--- src/rtl/game_controller.sv ---
// game_controller: top-level sequencer for the Space Invaders datapath.
//
// It drives the shared `mode` line (0 = hold datapath at initial positions,
// 1 = gameplay). It tracks lives, score and level, and it inserts frame-timed
// RESPAWN and LEVEL_CLEAR pauses between play phases.
//
// Optional feature: define GAME_CONTROLLER_HIGH_SCORE_EN to keep a high score
// register. The register is cleared only by restart_n. It is updated on entry
// to GAMEOVER with max(high_score, final score). When the macro is undefined,
// high_score is tied to 0.
//
// Ports:
//   clk           pixel clock
//   restart_n     asynchronous active-low reset
//   xCoord/yCoord VGA column/row counters; (0,0) marks the start of a frame
//   button_start  start button, synchronised, level-sensitive
//   spaceship_hit one-cycle pulse, the spaceship was struck
//   alien_killed  one-cycle pulse per alien killed by the player laser
//   saucer_killed one-cycle pulse, the saucer was killed
//   alien_alive   live mask of the aliens
//   aliens_landed level, an alien reached the spaceship row
//   mode          0 = datapath held, 1 = play
//   state         FSM state (IDLE=0 PLAY=1 RESPAWN=2 LEVEL_CLEAR=3 GAMEOVER=4)
//   lives, score, level, game_over, high_score  game status (all registered)
module game_controller #(
  parameter int START_LIVES    = 3,
  parameter int RESPAWN_FRAMES = 120,
  parameter int CLEAR_FRAMES   = 60,
  parameter int ALIEN_POINTS   = 10,
  parameter int SAUCER_POINTS  = 50,
  parameter int SCORE_MAX      = 9999
) (
  input  logic        clk,
  input  logic        restart_n,
  input  logic [9:0]  xCoord,
  input  logic [9:0]  yCoord,
  input  logic        button_start,
  input  logic        spaceship_hit,
  input  logic [2:0]  alien_killed,
  input  logic        saucer_killed,
  input  logic [2:0]  alien_alive,
  input  logic        aliens_landed,
  output logic        mode,
  output logic [2:0]  state,
  output logic [1:0]  lives,
  output logic [13:0] score,
  output logic [3:0]  level,
  output logic        game_over,
  output logic [13:0] high_score
);

  typedef enum logic [2:0] {
    S_IDLE     = 3'd0,
    S_PLAY     = 3'd1,
    S_RESPAWN  = 3'd2,
    S_CLEAR    = 3'd3,
    S_GAMEOVER = 3'd4
  } state_t;

  localparam int MAX_FRAMES = (RESPAWN_FRAMES > CLEAR_FRAMES) ? RESPAWN_FRAMES : CLEAR_FRAMES;
  localparam int FRAME_W    = $clog2(MAX_FRAMES + 1);

  state_t             cur_state, next_state;
  logic [FRAME_W-1:0] frame_cnt, next_cnt;
  logic [1:0]         next_lives;
  logic [13:0]        next_score;
  logic [3:0]         next_level;
  logic               frame_tick;
  logic               btn_prev;
  logic               start_press;

  // Score increment is formed at 15 bits so the sum cannot wrap before the clamp.
  logic [1:0]  kill_count;
  logic [14:0] increment;
  logic [14:0] score_sum;
  logic [13:0] score_new;

  assign start_press = button_start & ~btn_prev;
  assign kill_count  = 2'(alien_killed[0]) + 2'(alien_killed[1]) + 2'(alien_killed[2]);
  assign increment   = 15'(kill_count) * 15'(ALIEN_POINTS)
                     + (saucer_killed ? 15'(SAUCER_POINTS) : 15'd0);
  assign score_sum   = {1'b0, score} + increment;
  assign score_new   = (score_sum > 15'(SCORE_MAX)) ? 14'(SCORE_MAX) : score_sum[13:0];
  assign state       = cur_state;

  always_comb begin
    next_state = cur_state;
    next_lives = lives;
    next_score = score;
    next_level = level;
    next_cnt   = frame_cnt;
    case (cur_state)
      S_IDLE: begin
        if (start_press) begin
          next_state = S_PLAY;
          next_score = '0;
          next_lives = 2'(START_LIVES);
          next_level = 4'd1;
        end
      end
      S_PLAY: begin
        // Kills score even on the cycle that leaves PLAY.
        next_score = score_new;
        if (aliens_landed) begin
          next_state = S_GAMEOVER;
          next_lives = '0;
        end else if (spaceship_hit) begin
          if (lives <= 2'd1) begin
            next_state = S_GAMEOVER;
            next_lives = '0;
          end else begin
            next_state = S_RESPAWN;
            next_lives = lives - 2'd1;
            next_cnt   = '0;
          end
        end else if (alien_alive == 3'd0) begin
          next_state = S_CLEAR;
          next_cnt   = '0;
        end
      end
      S_RESPAWN: begin
        if (frame_tick) begin
          if (frame_cnt == FRAME_W'(RESPAWN_FRAMES - 1)) begin
            next_state = S_PLAY;
            next_cnt   = '0;
          end else begin
            next_cnt = frame_cnt + FRAME_W'(1);
          end
        end
      end
      S_CLEAR: begin
        if (frame_tick) begin
          if (frame_cnt == FRAME_W'(CLEAR_FRAMES - 1)) begin
            next_state = S_PLAY;
            next_cnt   = '0;
            next_level = (level == 4'd15) ? 4'd1 : level + 4'd1;
          end else begin
            next_cnt = frame_cnt + FRAME_W'(1);
          end
        end
      end
      S_GAMEOVER: begin
        if (start_press) next_state = S_IDLE;
      end
      default: next_state = S_IDLE;
    endcase
  end

  always_ff @(posedge clk or negedge restart_n) begin
    if (!restart_n) begin
      cur_state  <= S_IDLE;
      frame_cnt  <= '0;
      lives      <= 2'(START_LIVES);
      score      <= '0;
      level      <= 4'd1;
      mode       <= 1'b0;
      game_over  <= 1'b0;
      frame_tick <= 1'b0;
      btn_prev   <= 1'b0;
    end else begin
      cur_state  <= next_state;
      frame_cnt  <= next_cnt;
      lives      <= next_lives;
      score      <= next_score;
      level      <= next_level;
      // mode and game_over decode the next state so they change on the same edge as state.
      mode       <= (next_state == S_PLAY);
      game_over  <= (next_state == S_GAMEOVER);
      frame_tick <= (xCoord == 10'd0) && (yCoord == 10'd0);
      btn_prev   <= button_start;
    end
  end

`ifdef GAME_CONTROLLER_HIGH_SCORE_EN
  logic [13:0] high_q;

  always_ff @(posedge clk or negedge restart_n) begin
    if (!restart_n) begin
      high_q <= '0;
    end else if (next_state == S_GAMEOVER && cur_state != S_GAMEOVER && next_score > high_q) begin
      high_q <= next_score;
    end
  end

  assign high_score = high_q;
`else
  assign high_score = '0;
`endif

endmodule

--- config.mk ---
export PLATFORM = sky130hd
export DESIGN_NAME = game_controller
export DESIGN_NICKNAME = d
export VERILOG_FILES = /design/src/rtl/game_controller.sv
export SDC_FILE = /design/constraint.sdc
export NUM_CORES = 1
export LEC_CHECK = 0
export ABC_AREA = 1
export CELL_PAD_IN_SITES_DETAIL_PLACEMENT = 1
export CELL_PAD_IN_SITES_GLOBAL_PLACEMENT = 1
export CORE_ASPECT_RATIO = 1.2
export CORE_MARGIN = 3
export CORE_UTILIZATION = 36
export DETAILED_ROUTE_END_ITERATION = 8
export PLACE_DENSITY = 0.92
export SYNTH_ARGS = -nofsm -noshare
export SYNTH_HDL_FRONTEND = slang
export SYNTH_SLANG_ARGS = --single-unit
--- constraint.sdc ---
create_clock -name clk -period 3.9 [get_ports clk]
set_input_delay 0.585 -clock clk [delete_from_list [all_inputs] [get_ports clk]]
set_output_delay 0.585 -clock clk [all_outputs]
set_load 0.005 [all_outputs]
======== After elaboration in Yosys (flattened, before gate mapping) ========
Index checks and enable logic that the tools add are counted.
word-level totals
  register bits after elaboration ......... 34
  bits in latches ......................... 0
  RAM bits ................................ 0
  ROM bits ................................ 0
  input port bits ......................... 32
  output and inout port bits .............. 39
  logic and storage cells ................. 84
  memories ................................ 0
cells by class
  $add $sub $neg .......................... 7
  multiply operators ...................... 1
  div/mod/pow operators ................... 0
  order comparisons ....................... 2
  equality and inequality tests ........... 17
  shift-type cells ........................ 0
  multiplexer cells ....................... 34
  bitwise gates (word level) .............. 2
  reduce and logical (&&, ||, !) cells .... 12
operator list
  kind                    number
  $mux W7                 8
  $mux W3                 10
  $mux W14                2
  $pmux W14 S2            1
  $pmux W7 S3             1
  $logic_not A10 Y1       2
  $mux W4                 4
  $add A14 B7 Y15         1
  $gt A15 B14 Y1 const B  1
  $pmux W3 S5             1
  $ne A2 B2 Y1 const B    5
  $ne A3 B3 Y1 const B    3
  $mux W2                 4
  $pmux W4 S2             1
  $add A6 B6 Y7           1
  $add A7 B1 Y7 const B   1
  $eq A7 B6 Y1 const B    1
  $eq A7 B7 Y1 const B    1
  $eq A3 B1 Y1 const B    2
  $eq A3 B2 Y1 const B    2
  $eq A3 B3 Y1 const B    2
  $logic_not A3 Y1        2
  $mux W6                 1
  $reduce_and A6 Y1       1
  16 further kinds        17

======== Depth between registers and ports, before layout ========
Gate-level depths: netlist of the first run.
  depth after elaboration ................. 8
  depth in mapped cells ................... 18
  mapped depth without buffers ............ 18

======== Least setup slack after synthesis of the first run ========
OpenSTA, ideal clock, no wires.
  kind .................................... input to register
  start point ............................. in alien_killed[0]
  end point ............................... reg score[10]
  setup time .............................. 0.135 ns
  data arrival time ....................... 3.046 ns
  data required time ...................... 3.765 ns
  setup slack ............................. 0.720 ns
  stages .................................. 16
  buffers on the path ..................... 0
  path through ............................ inv_1 fa_1 inv_1 fa_1 ha_1 fa_1 nand2_1 nand2_1 nand2_1 nor2_1 nor2_1 nand3_1 nor2_1 nand2_1 nand3_1 nand3_1
between the ends
  word-level cells in the longest chain between the ends .. 8
ends and longest elaborated chain
  item                    line  RTL
  start: declaration      39    input logic [2:0] alien_killed,
  $add A1 B1 Y2 (*)       79    assign kill_count = 2'(alien_killed[0]) + 2'(alien_killed[1]) + 2'(alien_killed[2]);
  $add A2 B1 Y2 (*)       79
  $mul A2 B3 Y5 (*)       80    assign increment = 15'(kill_count) * 15'(ALIEN_POINTS)
  $add A6 B6 Y7 (*)       81    + (saucer_killed ? 15'(SAUCER_POINTS) : 15'd0);
  $add A14 B7 Y15 (*)     82    assign score_sum = {1'b0, score} + increment;
  $gt A15 B14 Y1          83    assign score_new = (score_sum > 15'(SCORE_MAX)) ? 14'(SCORE_MAX) : score_sum[13:0];
  $mux W14 (*)            83
  $pmux W14 S2 (*)        92    case (cur_state)
  end signal: assignment  164   score <= next_score;
  end: declaration        46    output logic [13:0] score,
Every way passes the cells marked *; elsewhere a longest branch is shown, timed or not.
A chain may end at the register's enable or synchronous reset.

======== Worst setup path after layout of the first run ========
Ends and elaborated chain as after synthesis.

==> results of run 1 <==
==> report_power, final <==
group          internal, mW  total (mW)  switching [mW]
logic                 0.107       0.224           0.117
clock network         0.142       0.267           0.125
registers             0.374       0.390          0.0162
total                 0.623       0.881           0.258
==> cell usage after synthesis (2+ instances only) <==
library cell / n
a21oi_1: 9
fa_1: 4
nor3_1: 10
dfstp_2: 3
nand2_1: 97
buf_4: 14
dfrtp_1: 31
buf_2: 2
nor4_1: 6
o2111ai_1: 2
ha_1: 10
nor2_1: 26
nand3_1: 39
nand3b_1: 3
inv_1: 43
o21ai_0: 12
nor3_4: 2
==> worst register-to-register path, cell delays in order, from the launching register on <==
cell and delay, ns:
dfrtp_1 0.43, fa_1 0.51, ha_1 0.41, inv_1 0.12
nand2_1 0.10, nand3_1 0.12, nand2_1 0.09, nand2_1 0.09
xor2_1 0.22, nand2_1 0.14, nand3_1 0.25, nand3_1 0.11
==> routing by layer <==
metal  global-route usage (%)  vias up  share of wire [%]
met5                        0        -                  0
met4                    5.634        0                1.5
met3                    2.741        9                3.5
met2                    37.29       47                 54
met1                    19.69     1138                 40
li1                         -     1170                  -
==> state kept, by name, indices dropped and copies added (netlist names) <==
signal / cells
score: 14
frame_cnt: 7
level: 4
state: 3
lives: 2
btn_prev: 1
frame_tick: 1
game_over: 1
mode: 1
==> cell families (layout without fill, tap and decap cells) <==
logic type	count (synthesis)	after routing	synth area share [%]
xor gates and xnor gates	2	2	0.7308
DFF	34	34	35.65
AOI/OAI and AO/OA	32	32	7.986
adders and majority gates	14	14	8.560
other	1	14	0.1564
buffers and inverters	61	109	12.16
and+or+nand+nor	187	187	34.76
==> final timing paths <==
| path | cells after the start | slack (ns) | startpoint | endpoint |
|---|---|---|---|---|
| min | 2 | 0.48 | lives[1] | lives[1] |
| max in group asynchronous | 2 | 2.86 | restart_n | lives[0] |
| max reg2reg | 11 | 1.19 | score[4] | score[10] |
| min reg2reg | 2 | 0.48 | lives[1] | lives[1] |
| max | 18 | 0.26 | alien_killed[0] | score[10] |
| min in group asynchronous | 2 | 0.70 | restart_n | state[2] |
==> per-stage QoR <==
step                      util, %  instance area, um2  hold slack, ns  worst slack, ns
after floorplan                 -                2446          0.2894           0.7197
after global placement      47.89                2990          0.4687          0.06146
after detailed placement    47.89                2990          0.4759         -0.08415
after CTS                   49.35                3082          0.4861           0.2316
after global routing        49.35                3082          0.5063        -0.005437
final                       49.35                3082          0.4773           0.2582
==> layout make-up <==
cell class	count	share of cell area, %
sequential	34	27.73
multi-input combinational	249	42.18
inverter	44	5.359
clock inverter	1	0.1624
clock buffer	7	2.801
tap	82	3.329
timing repair buffer	57	18.43
==> placed cells by master, fill, tap and decap left out, types with 2 or more instances in the layout <==
cell | Yosys | final
nor3_1 | 10 | 10
o2111ai_1 | 2 | 2
nand3b_1 | 3 | 3
inv_1 | 43 | 43
nor3_4 | 2 | 2
a21oi_1 | 9 | 9
nor2_1 | 26 | 26
clkdlybuf4s50_1 | 0 | 56
dfrtp_1 | 31 | 31
ha_1 | 10 | 10
dfstp_2 | 3 | 3
nand2_1 | 97 | 97
nand3_1 | 39 | 39
clkbuf_8 | 0 | 6
nor4_1 | 6 | 6
fa_1 | 4 | 4
o21ai_0 | 12 | 12
conb_1 | 1 | 14
==> flow_metrics.env, run 1 <==
export IMPL_status="finished, final reports clean"
export IMPL_postSynthCellCount=331
export IMPL_ios=71
export IMPL_setup_viol=0
export IMPL_wire_per_inst_um=13.94
export IMPL_maxSlewHeadroom_pct=39.79
export IMPL_crit_type="in2reg"
export IMPL_clk_pin_slew_ns=0.07
export IMPL_skew_ns=0.003480
export IMPL_ys_types=35
export IMPL_p_per_area_mw_per_mm2=285.9
export IMPL_yosys_warnings=0
export IMPL_wl_um=6607
export IMPL_cts_buffer_depth=2
export IMPL_finalSetupTns_ns=0
export IMPL_route_detailed_drc=0
export IMPL_critPathLaunchType="input port"
export IMPL_drtIter0Drc=86
export IMPL_leakagePower_nw=1.510
export IMPL_synth_area_leaders="dfrtp_1 (32%), nand2_1 (15%), nand3_1 (8.1%)"
export IMPL_fin_crit_ns=3.642
export IMPL_report_final_hold_viol_count=0
export IMPL_initial_core_util_pct=38.39
export IMPL_required_ns=4.12
export IMPL_dieArea_mm2=0.007678
export IMPL_final_nets=437
export IMPL_ant_nets=0
export IMPL_multi_input_area_mm2=0.001300
export IMPL_critPathMaxFanout=7
export IMPL_ir_drop_v=0.0001816
export IMPL_holdCritPathClass="reg2reg"
export IMPL_clock_sink_count=34
export IMPL_ys_async_sr_fraction_pct=100.0
export IMPL_worst_path_max_delay_cell="fa_1"
export IMPL_worst_path_buf_inv=4
export IMPL_fillers=801
export IMPL_die_w_um=80.50
export IMPL_drive_above_1_share_pct=4.592
export IMPL_grt_usage_pct=18.66
export IMPL_endpoint_kind="flip-flop"
export IMPL_diodes=0
export IMPL_grt_pass1_vias=2443
export IMPL_synth_area_leader_cell="dfrtp_1"
export IMPL_grt_setup_unrepaired="yes"
export IMPL_cts_tree="done"
export IMPL_num_vias=2364
export IMPL_clkLatencyLatePin_ns=0.29
export IMPL_worst_pin_slew_ns=0.8999
export IMPL_maxSlewViolCount=0
export IMPL_syn_to_final_growth_pct=28.55
export IMPL_power_uw=881.1
export IMPL_ys_seq_area_share_pct=35.65
export IMPL_synthFlopType="dfrtp_1"
export IMPL_seqCellArea_um2=854.6
export IMPL_synth_enable_flop_cells=0
export IMPL_final_cells=474
export IMPL_synth_area_per_cell_um2=7.243
export IMPL_crit_top_cell="nand2_1"
export IMPL_synth_seq_cells=34
export IMPL_max_cap_viol_count=0
export IMPL_grt_start_max_net_pins=35
export IMPL_drt_pass1_iter_count=4
export IMPL_max_stage_delay_ns=0.53
export IMPL_cts_max_level=2
export IMPL_rows=31
export IMPL_cts_root_buf="clkbuf_8"
export IMPL_critPathArrivalTime_ns=3.86
export IMPL_io_buffer_count=56
export IMPL_clock_fmax_mhz=274.6
export IMPL_numCtsBuffers=5
export IMPL_die_h_um=95.39
export IMPL_cts_hold_buf=0
export IMPL_cpLargestDelayFamily="adder cells"
export IMPL_grt_pass1_wl_um=11200
export IMPL_ctsResizeCount=0
export IMPL_antenna_found_initial=0
export IMPL_post_dp_hpwl_um=5461
export IMPL_netlist_area_mm2=0.002397
export IMPL_cp_cell_sequence="clkdlybuf4s50_1, inv_1, fa_1, inv_1, fa_1, ha_1, fa_1, nand2_1, nand2_1, nand3_1, nand2_1, nand2_1, nand2_1, inv_1, nand3_1, nand2_1, nand3_1, nand3_1"
export IMPL_fin_crit_sh_pct=93.38
export IMPL_dp_cells=466
export IMPL_gp_congestion=0.9155
export IMPL_via_per_inst=4.987
export IMPL_cts_setup_buffers=0
export IMPL_grt_overflow_total=0
export IMPL_core_mm2=0.006245
export IMPL_synthDominantCellAreaShare_pct=32.36
(Power assumes the default switching activity.)
==> run 2, diff against run 1 <==
--- a/config.mk
+++ b/config.mk
@@ -11,6 +11,7 @@
 export CORE_ASPECT_RATIO = 1.2
 export CORE_MARGIN = 3
 export CORE_UTILIZATION = 36
+export CTS_CLUSTER_SIZE = 8
 export DETAILED_ROUTE_END_ITERATION = 8
 export PLACE_DENSITY = 0.92
 export SYNTH_ARGS = -nofsm -noshare
==> results of run 2 <==
The final DEF is identical to that of run 1; final timing and power are the same.
